==> config.mk <==
export PLATFORM = sky130hd
export DESIGN_NAME = clkgen_multi_flat
export DESIGN_NICKNAME = d
export VERILOG_FILES = /design/src/rtl/clkgen_pkg.sv /design/src/rtl/clkgen_if.sv /design/src/rtl/clkgen_chan.sv /design/src/rtl/clkgen_multi.sv /design/src/flat_wrapper.sv
export SDC_FILE = /design/constraint.sdc
export NUM_CORES = 1
export LEC_CHECK = 0
export ABC_AREA = 1
export CAP_MARGIN = 25
export CORE_MARGIN = 8
export CORE_UTILIZATION = 50
export CTS_CLUSTER_DIAMETER = 100
export DETAILED_ROUTE_END_ITERATION = 6
export GPL_ROUTABILITY_DRIVEN = 0
export PLACE_DENSITY = 0.82
export SYNTH_ARGS = -nofsm -noshare
export SYNTH_HDL_FRONTEND = slang
export SYNTH_SLANG_ARGS = --single-unit
==> constraint.sdc <==
create_clock -name clk -period 3.2 [get_ports clk]
set_input_delay 0.96 -clock clk [delete_from_list [all_inputs] [get_ports clk]]
set_output_delay 0.96 -clock clk [all_outputs]
set_load 0.05 [all_outputs]
==> src/rtl/clkgen_pkg.sv <==
// Shared types and helpers for the multi-channel clock-pattern generator.
package clkgen_pkg;

    // Widest half-period/phase field a channel may be built with.
    localparam int CW_MAX = 16;

    typedef enum logic [1:0] {IDLE, PHASE, HIGH, LOW} state_e;

    typedef logic [CW_MAX-1:0] cnt_t;

    // A half-period of zero is meaningless; run it as one cycle.
    function automatic cnt_t eff_half(input cnt_t h);
        return (h == '0) ? cnt_t'(1) : h;
    endfunction

endpackage

==> src/rtl/clkgen_if.sv <==
// Control and pattern bundle between a stimulus master and clkgen_multi.
interface clkgen_if #(
    parameter int NCH = 4,
    parameter int CW  = 8
);
    logic [NCH-1:0]    en;
    logic [NCH-1:0]    load;
    logic [NCH*CW-1:0] half_per;
    logic [NCH*CW-1:0] phase;
    logic [NCH-1:0]    clk_o;
    logic [NCH-1:0]    clk_inv_o;
    logic [NCH-1:0]    pos_o;
    logic [NCH-1:0]    neg_o;
    logic [NCH-1:0]    busy_o;

    modport master (
        output en, load, half_per, phase,
        input  clk_o, clk_inv_o, pos_o, neg_o, busy_o
    );

    modport slave (
        input  en, load, half_per, phase,
        output clk_o, clk_inv_o, pos_o, neg_o, busy_o
    );
endinterface

==> src/rtl/clkgen_chan.sv <==
// One clock-pattern channel: start-phase delay, square wave of programmable
// half-period, shadowed reconfiguration and an inverted, delayed copy.
module clkgen_chan
    import clkgen_pkg::*;
#(
    parameter int CW      = 8,
    parameter int INV_DLY = 1
) (
    input  logic          clk,
    input  logic          rst,
    input  logic          en,
    input  logic          load,
    input  logic [CW-1:0] half_per,
    input  logic [CW-1:0] phase,
    output logic          clk_o,
    output logic          clk_inv_o,
    output logic          pos_o,
    output logic          neg_o,
    output logic          busy_o
);
    state_e        state, state_n;
    logic [CW-1:0] cnt, cnt_n;
    logic [CW-1:0] act_h, act_p, act_h_n, act_p_n;
    logic [CW-1:0] sh_h, sh_p, sh_h_n, sh_p_n;
    logic          busy_n;

    function automatic logic [CW-1:0] heff(input logic [CW-1:0] h);
        return CW'(eff_half(cnt_t'(h)));
    endfunction

    // Next state, counter and config; shadow is committed at the end of a high half.
    always_comb begin
        state_n = state;
        cnt_n   = cnt;
        act_h_n = act_h;
        act_p_n = act_p;
        sh_h_n  = sh_h;
        sh_p_n  = sh_p;
        busy_n  = busy_o;
        if (load) begin
            sh_h_n = half_per;
            sh_p_n = phase;
            busy_n = 1'b1;
        end
        case (state)
            IDLE: begin
                if (busy_o) begin
                    act_h_n = sh_h;
                    act_p_n = sh_p;
                    busy_n  = load;
                end
                if (en) begin
                    state_n = PHASE;
                    cnt_n   = act_p_n;
                end
            end
            PHASE, LOW: begin
                if (!en) begin
                    state_n = IDLE;
                end else if (cnt == '0) begin
                    state_n = HIGH;
                    cnt_n   = heff(act_h) - 1'b1;
                end else begin
                    cnt_n = cnt - 1'b1;
                end
            end
            HIGH: begin
                if (cnt != '0) begin
                    cnt_n = cnt - 1'b1;
                end else begin
                    // A load on this very edge wins over the older shadow.
                    if (busy_o || load) begin
                        act_h_n = load ? half_per : sh_h;
                        act_p_n = load ? phase : sh_p;
                        busy_n  = 1'b0;
                    end
                    state_n = en ? LOW : IDLE;
                    cnt_n   = heff(act_h_n) - 1'b1;
                end
            end
            default: state_n = IDLE;
        endcase
    end

    // State, config and registered pattern outputs.
    always_ff @(posedge clk) begin
        if (rst) begin
            state  <= IDLE;
            cnt    <= '0;
            act_h  <= CW'(1);
            act_p  <= '0;
            sh_h   <= '0;
            sh_p   <= '0;
            busy_o <= 1'b0;
            clk_o  <= 1'b0;
            pos_o  <= 1'b0;
            neg_o  <= 1'b0;
        end else begin
            state  <= state_n;
            cnt    <= cnt_n;
            act_h  <= act_h_n;
            act_p  <= act_p_n;
            sh_h   <= sh_h_n;
            sh_p   <= sh_p_n;
            busy_o <= busy_n;
            clk_o  <= (state_n == HIGH);
            pos_o  <= (state_n == HIGH) && (state != HIGH);
            neg_o  <= (state == HIGH) && (state_n != HIGH);
        end
    end

    generate
        if (INV_DLY == 0) begin : g_inv_comb
            assign clk_inv_o = ~clk_o;
        end else begin : g_inv_dly
            logic [INV_DLY-1:0] dly;
            // Shift ~clk_o through INV_DLY flops; reset leaves the line at 1.
            always_ff @(posedge clk) begin
                if (rst) dly <= '1;
                else     dly <= INV_DLY'({dly, ~clk_o});
            end
            assign clk_inv_o = dly[INV_DLY-1];
        end
    endgenerate

endmodule

==> src/rtl/clkgen_multi.sv <==
// Multi-channel programmable clock-pattern generator; channels are independent.
module clkgen_multi
    import clkgen_pkg::*;
#(
    parameter int NCH     = 4,
    parameter int CW      = 8,
    parameter int INV_DLY = 1
) (
    input logic   clk,
    input logic   rst,
    clkgen_if.slave bus
);
    genvar i;
    generate
        for (i = 0; i < NCH; i++) begin : g_ch
            clkgen_chan #(.CW(CW), .INV_DLY(INV_DLY)) u_chan (
                .clk       (clk),
                .rst       (rst),
                .en        (bus.en[i]),
                .load      (bus.load[i]),
                .half_per  (bus.half_per[i*CW +: CW]),
                .phase     (bus.phase[i*CW +: CW]),
                .clk_o     (bus.clk_o[i]),
                .clk_inv_o (bus.clk_inv_o[i]),
                .pos_o     (bus.pos_o[i]),
                .neg_o     (bus.neg_o[i]),
                .busy_o    (bus.busy_o[i])
            );
        end
    endgenerate

endmodule

==> src/flat_wrapper.sv <==
// flat-port wrapper written by rule: the top's interface ports become plain ports
module clkgen_multi_flat import clkgen_pkg::*;
#(
    parameter int NCH     = 4,
    parameter int CW      = 8,
    parameter int INV_DLY = 1
)
  (clk, rst, bus_en, bus_load, bus_half_per, bus_phase, bus_clk_o, bus_clk_inv_o, bus_pos_o, bus_neg_o, bus_busy_o);
  clkgen_if #(.NCH(NCH), .CW(CW)) bus_i ();
  input logic clk;
  input logic rst;
  input wire logic [$bits(bus_i.en)-1:0] bus_en;
  input wire logic [$bits(bus_i.load)-1:0] bus_load;
  input wire logic [$bits(bus_i.half_per)-1:0] bus_half_per;
  input wire logic [$bits(bus_i.phase)-1:0] bus_phase;
  output wire logic [$bits(bus_i.clk_o)-1:0] bus_clk_o;
  output wire logic [$bits(bus_i.clk_inv_o)-1:0] bus_clk_inv_o;
  output wire logic [$bits(bus_i.pos_o)-1:0] bus_pos_o;
  output wire logic [$bits(bus_i.neg_o)-1:0] bus_neg_o;
  output wire logic [$bits(bus_i.busy_o)-1:0] bus_busy_o;
  assign bus_i.en = bus_en;
  assign bus_i.load = bus_load;
  assign bus_i.half_per = bus_half_per;
  assign bus_i.phase = bus_phase;
  assign bus_clk_o = bus_i.clk_o;
  assign bus_clk_inv_o = bus_i.clk_inv_o;
  assign bus_pos_o = bus_i.pos_o;
  assign bus_neg_o = bus_i.neg_o;
  assign bus_busy_o = bus_i.busy_o;
  clkgen_multi #(.NCH(NCH), .CW(CW), .INV_DLY(INV_DLY)) u_core (.clk(clk), .rst(rst), .bus(bus_i));
endmodule
; ---- After elaboration in Yosys (flattened, before gate mapping)
; Index checks and enable logic that the tools add are counted.
[totals]
in_bits = 74
output_inout_bits = 20
elab_cells = 276
register_bits = 188
[classes]
eq_ne = 44
n_reduce_logical = 52
add_sub_neg = 12
mux = 120
bitwise = 4
[ops]
columns = cell, n
row1 = two-way mux 8 bit, 64
row2 = one-hot mux 8 bit (2 select lines), 8
row3 = logical NOT 8 bit, 12
row4 = one-hot mux 8 bit (3 select lines), 4
row5 = "subtractor 8 x 1 -> 8 bit, second input constant", 12
row6 = "inequality test 2 bit, second input constant", 28
row7 = two-way mux 2 bit, 20
row8 = nonzero test 8 bit, 4
row9 = "equality test 2 bit, second input constant", 12
row10 = one-hot mux 2 bit (3 select lines), 4
row11 = AND reduction 3 bit, 8
row12 = two-way mux 1 bit, 16
row13 = "equality test 2 x 1 -> 1 bit, second input constant", 4
row14 = logical AND 1 bit, 8
row15 = logical NOT 2 bit, 4
row16 = one-hot mux 1 bit (2 select lines), 4
row17 = AND reduction 2 bit, 4
row18 = nonzero test 2 bit, 4
row19 = OR reduction 2 bit, 4
row20 = logical OR 1 bit, 4
row21 = NOT 1 bit, 4

; ---- Depth between registers and ports, before layout
; Gate-level depths: netlist (run 1).
[logic_depth]
word_depth = 9
mapped_depth = 21
mapped_depth_nobuf = 20

; ---- Cells and area by module
; Synthesis (run 1) repeated with hierarchy kept, for this count alone.
[hier_totals]
hier_cells = 1627
area_unflattened_um2 = 10941.7
[modules_own_cells]
columns = mod, n_inst, cells_per_inst, area_per_inst_um2, seq_area_each_um2
row1 = clkgen_chan (u_core.g_ch[0].u_chan ...), 2, 404, 2712.6, 940.9
row2 = clkgen_chan (u_core.g_ch[2].u_chan), 1, 405, 2793.9, 940.9
row3 = clkgen_chan (u_core.g_ch[3].u_chan), 1, 414, 2722.6, 940.9

; ---- Worst setup path before layout (run 1)
; No wires, ideal clock.
[synth_timing]
kind = input-to-reg
start = input port bus_load[1]
end = register u_core.g_ch[1].u_chan.cnt[2]
path_buffers = 1
setup_slack_ns = 0.396
path_stages = 20
setup_ns = 0.116
required_time_ns = 3.084
arrival_time_ns = 2.687
path_cell_list = buf_4 inv_4 nand2_4 inv_2 nand2_1 nand2_1 nand2_1 nor2_1 nand2_1 nand2_1 inv_2 ha_1 nand2_1 nand2_1 o21ai_0 inv_1 o21ai_0 nand2_1 o211ai_1 inv_1
[synth_via]
elab_chain_cells = 9
elab_cells_between_ends = 10
classes_between = add/sub: 1 / mux: 7 / reduce/logical: 2
[synth_rtl]
columns = element, line
row1 = start: declaration, flat_wrapper.sv:13  ; input wire logic [$bits(bus_i.load)-1:0] bus_load;
row2 = two-way mux 8 bit / logical OR 1 bit (equally long branches), "clkgen_chan.sv:73, clkgen_chan.sv:72"
row3 = two-way mux 8 bit (*), clkgen_chan.sv:72  ; if (busy_o || load) begin
row4 = two-way mux 8 bit (*), clkgen_chan.sv:68  ; if (cnt != '0) begin
row5 = two-way mux 8 bit (*), clkgen_chan.sv:45  ; case (state)
row6 = logical NOT 8 bit, clkgen_pkg.sv:13  ; return (h == '0) ? cnt_t'(1) : h;
row7 = two-way mux 8 bit (*), clkgen_pkg.sv:13
row8 = subtractor 8 x 1 -> 8 bit (*), clkgen_chan.sv:78  ; cnt_n = heff(act_h_n) - 1'b1;
row9 = two-way mux 8 bit (*), clkgen_chan.sv:68
row10 = one-hot mux 8 bit (3 select lines) (*), clkgen_chan.sv:45
row11 = end signal: assignment, clkgen_chan.sv:100  ; cnt <= cnt_n;
row12 = end: declaration, clkgen_chan.sv:22  ; logic [CW-1:0] cnt, cnt_n;
; Mark *: on every way between the ends. The rest lies on a longest branch, timed or not. The select of a mux whose other input is x is not followed.
; A chain may end at the register's enable or synchronous reset.

; ---- Worst setup path after layout (run 1)
[layout_timing]
start = input port bus_load[3]
end = register u_core.g_ch[3].u_chan.cnt[6]
[layout_via]
elab_chain_cells = 9
elab_cells_between_ends = 10
classes_between = add/sub: 1 / mux: 7 / reduce/logical: 2
[layout_rtl]
columns = element, line
row1 = two-way mux 8 bit / logical OR 1 bit (equally long branches), --
row2 = two-way mux 8 bit (*), clkgen_chan.sv:72
row3 = two-way mux 8 bit (*), clkgen_chan.sv:68
row4 = two-way mux 8 bit (*), clkgen_chan.sv:45
row5 = logical NOT 8 bit, clkgen_pkg.sv:13
row6 = two-way mux 8 bit (*), clkgen_pkg.sv:13
row7 = subtractor 8 x 1 -> 8 bit (*), clkgen_chan.sv:78
row8 = two-way mux 8 bit (*), clkgen_chan.sv:68
row9 = one-hot mux 8 bit (3 select lines) (*), clkgen_chan.sv:45
row10 = end signal: assignment, clkgen_chan.sv:100
row11 = end: declaration, clkgen_chan.sv:22
; Marks and branches as above.

==> reports/results.ini, run 1 <==
[run_status]
outcome = finished, final reports clean

[routing]
dr.pass1.iters = 7
ant_nets = 0
vias = 11700
wl_per_cell_microns = 14.7
finalWirelength_microns = 31000
drc = 0
drt_iter0_markers = 1084
avgViaCountPerCell = 5.53

[power_and_ir_drop]
power.internal_mw = 4.43
swShare_pct = 33.7
combPwrFrac_pct = 27.4
ir_worst_vdd_mv = 0.324
p_leak_nw = 5.95
sequentialPowerShare_pct = 39.8
net-switching-power_mw = 2.25
clockPowerShare_pct = 32.9
powerDensity_nw_per_um2 = 503

[placement]
dp_hpwl_microns = 22500
io_buffers = 93
place_inst = 2077

[global_routing]
grt_pass1_vias = 11000
grt_pass1_wl_microns = 51100
grt_usage_pct = 22.6
antenna_found_initial = 0
grt_max_degree = 54
grt_overflow_total = 0

[final_layout]
diodes = 0
final_cell_mix = nand2_1 (368), nor2_1 (215), dfxtp_1 (188)
seqCellArea_sq_um = 3760
drive_gt1_share_pct = 11.0
syn_to_final_growth_pct = 20.1
fillers = 1992
nets = 1908
layout_commonest_cell = nand2_1
fin_cells = 2111
multi_input_area_sq_um = 6020

[floorplan]
initial_utilization_pct = 50.8
row_count = 54
die_height_microns = 165
fp.coreArea_sq_um = 21800
die_w_microns = 165
io_pins = 94
dieArea_sq_um = 27100

[critical_path]
required_ps = 3560
crit_path_top_delay_cell = clkdlybuf4s50_1
cp-start-kind = input pin
r2r_end = u_core.g_ch[1].u_chan.cnt[2]
cp_num_cells = 17
cp-startpoint = bus_load[3]
crit_buf_inv = 4
endpoint_kind = flip-flop
cp.arrival_ps = 3400
cp-endpoint = u_core.g_ch[3].u_chan.cnt[6]
r2r_setup_slack_ps = 590
critical_path_class = in -> reg
path_delay_family = simple AND/OR/NAND/NOR gates
cp_cell_sequence = clkdlybuf4s50_1, buf_4, or2_2, o21ai_1, o21ai_0, nor2_1, nand2_1, nand2_2, inv_2, ha_1, inv_1, nor2_1, nand4_1, or2_0, nand4_1, nand2_1, a21oi_1
r2r-start = u_core.g_ch[1].u_chan.busy_o
worstRegToRegCells = 18
slowest_delay_ps = 450
cp_max_fo = 8

[sta]
skew_ps = 14.9
finalHoldViolCount = 0
fin_crit_sh_pct = 94.7
setup_viol = 0
tightest_slew_ps = 742
drv_slew = 0
hold_ws_ps = 393
period_minus_slack_ps = 3030
max_freq_mhz = 330
max_slew_margin_pct = 50.5

[clock_tree]
clockBufferDepth = 2
cts_tree = done
cts-hold-fix-buffers = 0
cts_root_buf = clkbuf_16
cts_sinks = 188
insertion_delay_ps = 440
clk_pin_slew_ps = 70
htreeDepth = 4
cts_buffers = 17

[logic_synthesis]
synthArstFlopShare_pct = 0
yosysSeqAreaShare_pct = 34.0
synthesis.nets = 1774
yosysWarnings = 0
synth_area_sq_um = 11100
ys_types = 54
synth_flop_cell = dfxtp_1
postSynthAreaPerCell_sq_um = 6.57
syn_inst = 1684
synth_enable_flop_cells = 0
ys_seq_elements = 188

[flow_run]
drv_cap = 0

[worst_hold_path]
hold_class = reg -> reg

## final cells by class
cell class	count	area share, %
flip-flops and latches	188	28.3
inverters	207	5.93
multi-input cells	1203	45.3
well taps	280	2.64
clock buffers	20	3.44
repair buffers	201	13.4
clock inverters	12	1.03
## power groups by stage
stage               clock (mW)  sequential [mW]  combinational [mW]
floorplan                    0             2.65                1.26
global placement             0             2.70                1.73
detailed placement           0             2.70                1.77
CTS                       2.22             2.65                1.80
global route              2.32             2.68                2.03
finish                    2.20             2.66                1.83
## repair_timing
action / in CTS / in global routing
endpoints found under the setup margin: 0 / 7
buffers inserted: 0 / 1
gates resized for setup: 0 / 7
## worst register-to-register path, stage by stage, from the launching register on
cell and delay [ps]:
dfxtp_1 610, inv_2 150, nand2_4 160, nand3_1 120
nand2_1 110, nand2_1 80, nor2_1 120, nand2_1 100
nand2_1 80, inv_2 50, ha_1 200, nand2_1 100
nand2_1 60, o21ai_0 170, inv_1 50, o21ai_1 160
nand2_1 70, o211ai_1 80, inv_1 50
## sequential cells by signal, indices dropped and copies added, names as in the netlist
signal	count
u_core.g_ch.u_chan.sh_h	32
u_core.g_ch.u_chan.clk_inv_o	4
u_core.g_ch.u_chan.act_h	32
u_core.g_ch.u_chan.busy_o	4
u_core.g_ch.u_chan.pos_o	4
u_core.g_ch.u_chan.act_p	32
u_core.g_ch.u_chan.clk_o	4
u_core.g_ch.u_chan.cnt	32
u_core.g_ch.u_chan.neg_o	4
u_core.g_ch.u_chan.sh_p	32
u_core.g_ch.u_chan.state	8
## cell families (layout without fill, tap and decap cells)
family          count (synthesis)  in the layout  share of synthesized area [%]
flops                         188            188                           34.0
simple gates                  771            772                           29.3
xor+xnor                       10             10                          0.792
buf+inv                       294            440                           11.7
compound gates                368            368                           19.0
fa+ha+maj                      16             16                           1.81
mux                            37             37                           3.35
## metrics by stage
| step | setup TNS (ps) | cell area, sq um | setup slack, ps | util (%) | power [mW] |
|---|---|---|---|---|---|
| after floorplan | 0 | 11100 | 396 | - | 3.91 |
| after global placement | -1620 | 12700 | -292 | 58.2 | 4.42 |
| after detailed placement | -2810 | 12700 | -339 | 58.2 | 4.48 |
| after CTS | 0 | 13200 | 113 | 60.9 | 6.67 |
| after global routing | -1.48 | 13300 | -1.48 | 61.1 | 7.03 |
| final | 0 | 13300 | 168 | 61.1 | 6.68 |
## cell usage after synthesis (2+ instances only)
cell / n / share of area (%)
or2_2: 5 / 0.28
o211ai_1: 26 / 1.8
a211oi_1: 23 / 1.6
buf_2: 14 / 0.63
and2_1: 2 / 0.11
a21oi_1: 120 / 5.4
nor3_1: 29 / 1.3
nor2_1: 217 / 7.4
a21oi_2: 3 / 0.24
o21ai_0: 143 / 6.5
nand2_1: 368 / 12
o31ai_1: 2 / 0.14
nor2_2: 6 / 0.34
inv_2: 14 / 0.48
o22ai_1: 2 / 0.11
a21oi_4: 2 / 0.29
xor2_1: 9 / 0.71
buf_4: 26 / 1.8
clkinv_1: 4 / 0.14
buf_6: 7 / 0.71
nand4_1: 18 / 1.0
mux2i_1: 37 / 3.3
nand3_1: 104 / 4.7
a41oi_1: 2 / 0.16
nor2_4: 3 / 0.31
dfxtp_1: 188 / 34
a31oi_1: 20 / 1.1
nor4_1: 7 / 0.40
ha_1: 16 / 1.8
o21ai_2: 10 / 0.79
o21ai_1: 8 / 0.36
inv_4: 3 / 0.17
clkbuf_1: 37 / 1.3
nand2_2: 5 / 0.28
inv_1: 185 / 6.3
## how the worst min path moves through the flow
stage | startpoint | endpoint | slack [ps] | cells after the start
final | u_core.g_ch[3].u_chan.clk_o | u_core.g_ch[3].u_chan.clk_inv_o | 390 | 1
after global routing | u_core.g_ch[3].u_chan.clk_o | u_core.g_ch[3].u_chan.clk_inv_o | 410 | 1
after CTS | u_core.g_ch[3].u_chan.clk_o | u_core.g_ch[3].u_chan.clk_inv_o | 390 | 1
after detailed placement | u_core.g_ch[3].u_chan.clk_o | u_core.g_ch[3].u_chan.clk_inv_o | 380 | 1
after global placement | u_core.g_ch[0].u_chan.clk_o | u_core.g_ch[0].u_chan.clk_inv_o | 370 | 1
after floorplan | u_core.g_ch[0].u_chan.clk_o | u_core.g_ch[0].u_chan.clk_inv_o | 370 | 1
## metal layers
| metal | track usage [%] | vias to the layer above | part of all wire (%) |
|---|---|---|---|
| li1 | - | 5792 | - |
| met1 | 27.4 | 5346 | 43 |
| met2 | 38.6 | 450 | 48 |
| met3 | 4.66 | 94 | 6.3 |
| met4 | 9.05 | 0 | 2.9 |
| met5 | 0 | - | 0 |
(Power assumes the default switching activity.)
==> run 2, diff against run 1 <==
PLACE_DENSITY = 0.83   (was 0.82)
SYNTH_HIERARCHICAL = 1   (was default)
clock period = 3.86 ns   (was 3.2 ns; I/O delays follow)
==> run 2 against run 1 <==
Largest cell class unchanged. Sequential cell count is the same. Critical path type unchanged. Utilization shrank 2.8 points. Setup slack gained 390 ps. Via count shrank 3.5%. Largest power group unchanged.
==> reports/results.ini, run 2 <==
[run_status]
outcome = finished, final reports clean

[logic_synthesis]
synth_largest_area_cell = dfxtp_1
synthesis.nets = 1714
synth_enable_flop_cells = 0
synth_top_family_by_area = simple AND/OR/NAND/NOR gates
synthXorXnorAreaFrac_pct = 2.00
synth.area.top_cells = dfxtp_1 (34%), nand2_1 (12%), nor2_1 (7.0%)
synth_flop_cell = dfxtp_1
muxShareOfSynthArea_pct = 2.10
ys_types = 50
synthArstFlopShare_pct = 0
yosysWarnings = 6
postSynthAreaPerCell_sq_um = 6.73
ys_seq_elements = 188
synth_area_sq_um = 10900
synth_compound_area_share_pct = 18.6
synth.most_common_cell = nand2_1
synth-simple-area-share_pct = 31.7
synth_top_area_share_pct = 34.4
synthAdderAreaFrac_pct = 1.49
yosysSeqAreaShare_pct = 34.4
synthTopCellsByCount = nand2_1 (347), nor2_1 (203), dfxtp_1 (188), inv_1 (169), o21ai_0 (133)
syn_inst = 1627

[critical_path]
r2r_setup_slack_ps = 1130
required_ps = 4230
cp_cell_sequence = clkdlybuf4s50_1, inv_4, nand2_8, inv_6, nand2_1, nand2_2, nand2_2, nor2_4, nand2_4, nand2_4, inv_1, ha_1, inv_1, nor2_1, inv_1, nand2_1, a21oi_1, o22ai_1, a21oi_1
slowest_delay_ps = 560
path_delay_family = buffers and inverters
cp_max_fo = 16
crit_buf_inv = 6
critical_path_class = in -> reg
cp-start-kind = input pin
crit_path_top_delay_cell = clkdlybuf4s50_1
endpoint_kind = flip-flop
cp.arrival_ps = 3670
cp_common_cell = inv_1

[power_and_ir_drop]
sequentialPowerShare_pct = 41.8
swShare_pct = 33.9
finalPower_mw = 5.26
powerDensity_nw_per_um2 = 417
clockPowerShare_pct = 32.2
ir_worst_vdd_mv = 0.250
net-switching-power_mw = 1.78
combPwrFrac_pct = 25.9
power.internal_mw = 3.47
p_leak_nw = 5.50

[flow_run]
drv_cap = 0

[final_layout]
diodes = 0
layout_commonest_cell = nand2_1
nets = 1784
fillers = 2004
syn_to_final_growth_pct = 15.2
drive_gt1_share_pct = 9.47
final_cell_mix = nand2_1 (347), nor2_1 (203), dfxtp_1 (188)
seqCellArea_sq_um = 3760
multi_input_area_sq_um = 6120

[sta]
tightest_slew_ps = 693
max_slew_margin_pct = 53.6
rsz0062_at_grt = false
setup_viol = 0
drv_slew = 0
hold_ws_ps = 396
fin_ws_ps = 556
finalHoldViolCount = 0
skew_ps = 16.9
fin_setup_tns_ps = 0
fin_crit_sh_pct = 85.6
max_freq_mhz = 303
period_minus_slack_ps = 3300

[global_routing]
grt_pass1_wl_microns = 49900
use_met2_pct = 35.6
grt_overflow_total = 0
antenna_found_initial = 0
grt_usage_pct = 22.2
grt.met3_usage_pct = 3.73
grt_max_degree = 53
grt_pass1_vias = 10600
use_met1_pct = 28.9
top_usage_layer = met2

[routing]
drt_iter0_markers = 1097
dr.pass1.iters = 6
ant_nets = 0
finalWirelength_microns = 30200
wl_per_cell_microns = 15.2
avgViaCountPerCell = 5.67
drc = 0
vias = 11300

[clock_tree]
cts_sinks = 188
htreeDepth = 4
cts_tree = done
clockBufferDepth = 2
cts-hold-fix-buffers = 0
cts_setup_buffers = 0
cts_buffers = 17
clk_pin_slew_ps = 70
ctsResizeCount = 0
insertion_delay_ps = 440
cts_root_buf = clkbuf_16

[placement]
dpl_worst_slack_ps = 229
io_buffers = 93
dp_hpwl_microns = 21400

[floorplan]
initial_utilization_pct = 50.6
io_pins = 94
fp.coreArea_sq_um = 21600
die_w_microns = 164
dieArea_sq_um = 26900
die_height_microns = 164
row_count = 54

[worst_hold_path]
hold_class = reg -> reg

[run 2: cell types whose count changed in the layout (fill, tap and decap cells not counted), sizes merged, moves of 6 or more]
cell / delta
a31oi: +12
xor2: +14
mux2i: -14
inv: -10
buf: -90
nor2: -7
nand2: +10
a21oi: -29
nor4: -6
nand3: +11
o21ai: -11
[run 2: logic make-up after synthesis]
logic type | after synthesis
adders and majority gates | 13
muxes | 23
and+or+nand+nor | 773
AOI/OAI and AO/OA | 351
xor gates and xnor gates | 25
buffers and inverters | 254
DFF | 188
[run 2: final cells by class]
type	count	area share [%]
Multi-Input combinational cell	1185	48.6
Tap cell	280	2.78
Sequential cell	188	29.9
Timing Repair Buffer	111	8.44
Inverter	194	5.84
Clock inverter	11	0.675
Clock buffer	21	3.81
[run 2: final timing paths]
path | start | endpoint | cells after the start
setup / recovery | bus_load[2] | u_core/g_ch[2].u_chan/cnt[4] | 19
hold / removal | u_core/g_ch[0].u_chan/clk_o | u_core/g_ch[0].u_chan/clk_inv_o | 1
setup reg to reg | u_core/g_ch[1].u_chan/busy_o | u_core/g_ch[1].u_chan/cnt[6] | 14
hold reg to reg | u_core/g_ch[0].u_chan/clk_o | u_core/g_ch[0].u_chan/clk_inv_o | 1
[run 2: worst reg2reg max path: cells and delay by family, from the launching register on]
| family | cells | cell delay [ps] |
|---|---|---|
| flip-flops | 1 | 700 |
| AO/OA/AOI/OAI | 5 | 780 |
| AND/OR/NAND/NOR | 6 | 680 |
| adder cells (fa/ha/maj) | 1 | 230 |
| buffers and inverters | 2 | 230 |
[run 2: metal layers]
layer	share of wire [%]	vias to the layer above
li1	-	5504
met1	44	5152
met2	46	534
met3	7.9	84
met4	2.9	0
met5	0	-
[run 2: power by group through the flow]
stage          Sequential [mW]  Clock, mW  Combinational, mW
6_report                  2.20       1.70               1.36
5_1_grt                   2.22       1.82               1.51
4_1_cts                   2.20       1.73               1.34
3_5_place_dp              2.24          0               1.32
3_3_place_gp              2.23          0               1.29
2_1_floorplan             2.22          0              0.982
[run 2: metrics by stage]
stage | utilization (%) | cells | cell area, sq um
floorplan | - | 1627 | 10900
global placement | 55.7 | 1958 | 12000
detailed placement | 55.7 | 1958 | 12000
CTS | 58.3 | 1990 | 12600
global route | 58.3 | 1990 | 12600
finish | 58.3 | 1990 | 12600
==> run 3, diff against run 2 <==
clock period = 4.1 ns   (was 3.86 ns; I/O delays follow)
==> run 3 against run 2 <==
The flow now finishes with violations (DRC). First-iteration DRC count up 2.1%. Die area did not move. Clock power down 2%. Sequential power shrank 6%. Sequential share of layout area hardly changed. Cell area about the same. Setup slack gained 100 ps. Worst hold slack worse by 6.3 ps. Sequential cell count is the same. Non-clock buffer count down 2.
==> reports/results.ini, run 3 (synthesized netlist as in run 2, its figures left out) <==
[critical_path]
slowest_delay_ps = 600
cp.arrival_ps = 3800
required_ps = 4460
cp_cell_sequence = clkdlybuf4s50_1, inv_4, nand2_8, inv_6, nand2_1, nand2_2, nand2_2, nor2_4, nand2_4, nand2_4, inv_1, ha_1, inv_1, nor2_1, inv_1, nand2_1, a21oi_1, o22ai_1, a21oi_1
critical_path_class = in -> reg
cp_common_cell = inv_1
r2r-start = u_core/g_ch[3].u_chan/busy_o
endpoint_kind = flip-flop
cp-start-kind = input pin
crit_path_top_delay_cell = clkdlybuf4s50_1
cp-startpoint = bus_load[2]
cp_max_fo = 16

[placement]
io_buffers = 93
dp_hpwl_microns = 21000

[final_layout]
multi_input_area_sq_um = 6120
syn_to_final_growth_pct = 15.2
seqCellArea_sq_um = 3760
diodes = 0
layout_commonest_cell = nand2_1
utilization_pct = 58.3
final_cell_mix = nand2_1 (347), nor2_1 (203), dfxtp_1 (188)
nets = 1782
fillers = 1994
drive_gt1_share_pct = 9.37

[floorplan]
die_w_microns = 164
initial_utilization_pct = 50.6
io_pins = 94
die_height_microns = 164
dieArea_sq_um = 26900
fp.coreArea_sq_um = 21600
row_count = 54

[global_routing]
grt_pass1_vias = 10400
grt_usage_pct = 22.0
grt_max_degree = 53
antenna_found_initial = 0
grt_pass1_wl_microns = 49300
grt_overflow_total = 0

[clock_tree]
cts_sinks = 188
cts_setup_buffers = 0
htreeDepth = 4
insertion_delay_ps = 440
cts_buffers = 17
cts-hold-fix-buffers = 0
clk_pin_slew_ps = 70
cts_root_buf = clkbuf_16
ctsResizeCount = 0
cts_tree = done
clockBufferDepth = 2

[sta]
fin_crit_sh_pct = 83.9
tightest_slew_ps = 716
period_minus_slack_ps = 3440
finalHoldViolCount = 0
rsz0062_at_grt = false
max_freq_mhz = 291
setup_viol = 0
max_slew_margin_pct = 52.2
fin_setup_tns_ps = 0
skew_ps = 13.5
drv_slew = 0

[power_and_ir_drop]
ir_worst_vdd_mv = 0.258
powerDensity_nw_per_um2 = 397
p_leak_nw = 5.50

[worst_hold_path]
min_from = u_core/g_ch[0].u_chan/clk_o
hold_class = reg -> reg

[routing]
vias = 11300
drc = 1
avgViaCountPerCell = 5.70
dr.pass1.iters = 7
ant_nets = 0
wl_per_cell_microns = 15.0
finalWirelength_microns = 29800
drt_iter0_markers = 1120

[run_status]
outcome = finished, violations left
violations = DRC

[flow_run]
drv_cap = 0

==> run 3: cell types whose count changed in the layout (fill, tap and decap cells not counted), sizes merged <==
| cell | before | now |
|---|---|---|
| inv | 195 | 198 |
| bufinv | 0 | 1 |
| clkinvlp | 3 | 2 |
| buf | 19 | 17 |
| clkbuf | 21 | 18 |
==> run 3: worst paths after layout <==
path                                     endpoint  slack [ps]  cells past startpoint
setup / recovery     u_core/g_ch[2].u_chan/cnt[4]         660                     19
hold / removal    u_core/g_ch[0].u_chan/clk_inv_o         390                      1
setup reg to reg     u_core/g_ch[3].u_chan/cnt[4]        1160                     18
hold reg to reg   u_core/g_ch[0].u_chan/clk_inv_o         390                      1
==> run 3: power breakdown <==
part / switching [mW] / leakage, nW / internal (mW) / total [mW]
Clock: 0.787 / 0.285 / 0.878 / 1.66
Sequential: 0.101 / 1.55 / 1.97 / 2.07
Combinational: 0.822 / 3.67 / 0.451 / 1.27
Total: 1.71 / 5.50 / 3.30 / 5.01
==> run 3: per-layer routing <==
layer,routed length (microns),global-route usage [%]
met1,12900,28.5
met5,0,0
met4,688,7.73
met3,2390,4.24
met2,13800,36.1
==> run 3: through the flow <==
step                      std cells  hold slack, ps  power, mW  worst slack [ps]  instance area, sq um
after floorplan                1627             436       3.02              1170                 10900
after global placement         1956             375       3.31               407                 12000
after detailed placement       1956             381       3.34               321                 12000
after CTS                      1988             397       5.01               757                 12600
after global routing           1988             413       5.28               476                 12600
final                          1988             390       5.01               661                 12600
==> run 3: critical path, delay by kind of cell <==
family          cells  cell delay [ps]
buf+inv             6             1200
simple gates        9              790
compound gates      3              390
fa+ha+maj           1              190
==> run 3: final cells by class <==
cell class / count / area share [%]
Multi-Input combinational cell: 1185 / 48.5
Timing Repair Buffer: 109 / 8.32
Clock buffer: 18 / 3.48
Clock inverter: 14 / 1.20
Inverter: 194 / 5.83
Sequential cell: 188 / 29.8
Tap cell: 280 / 2.78
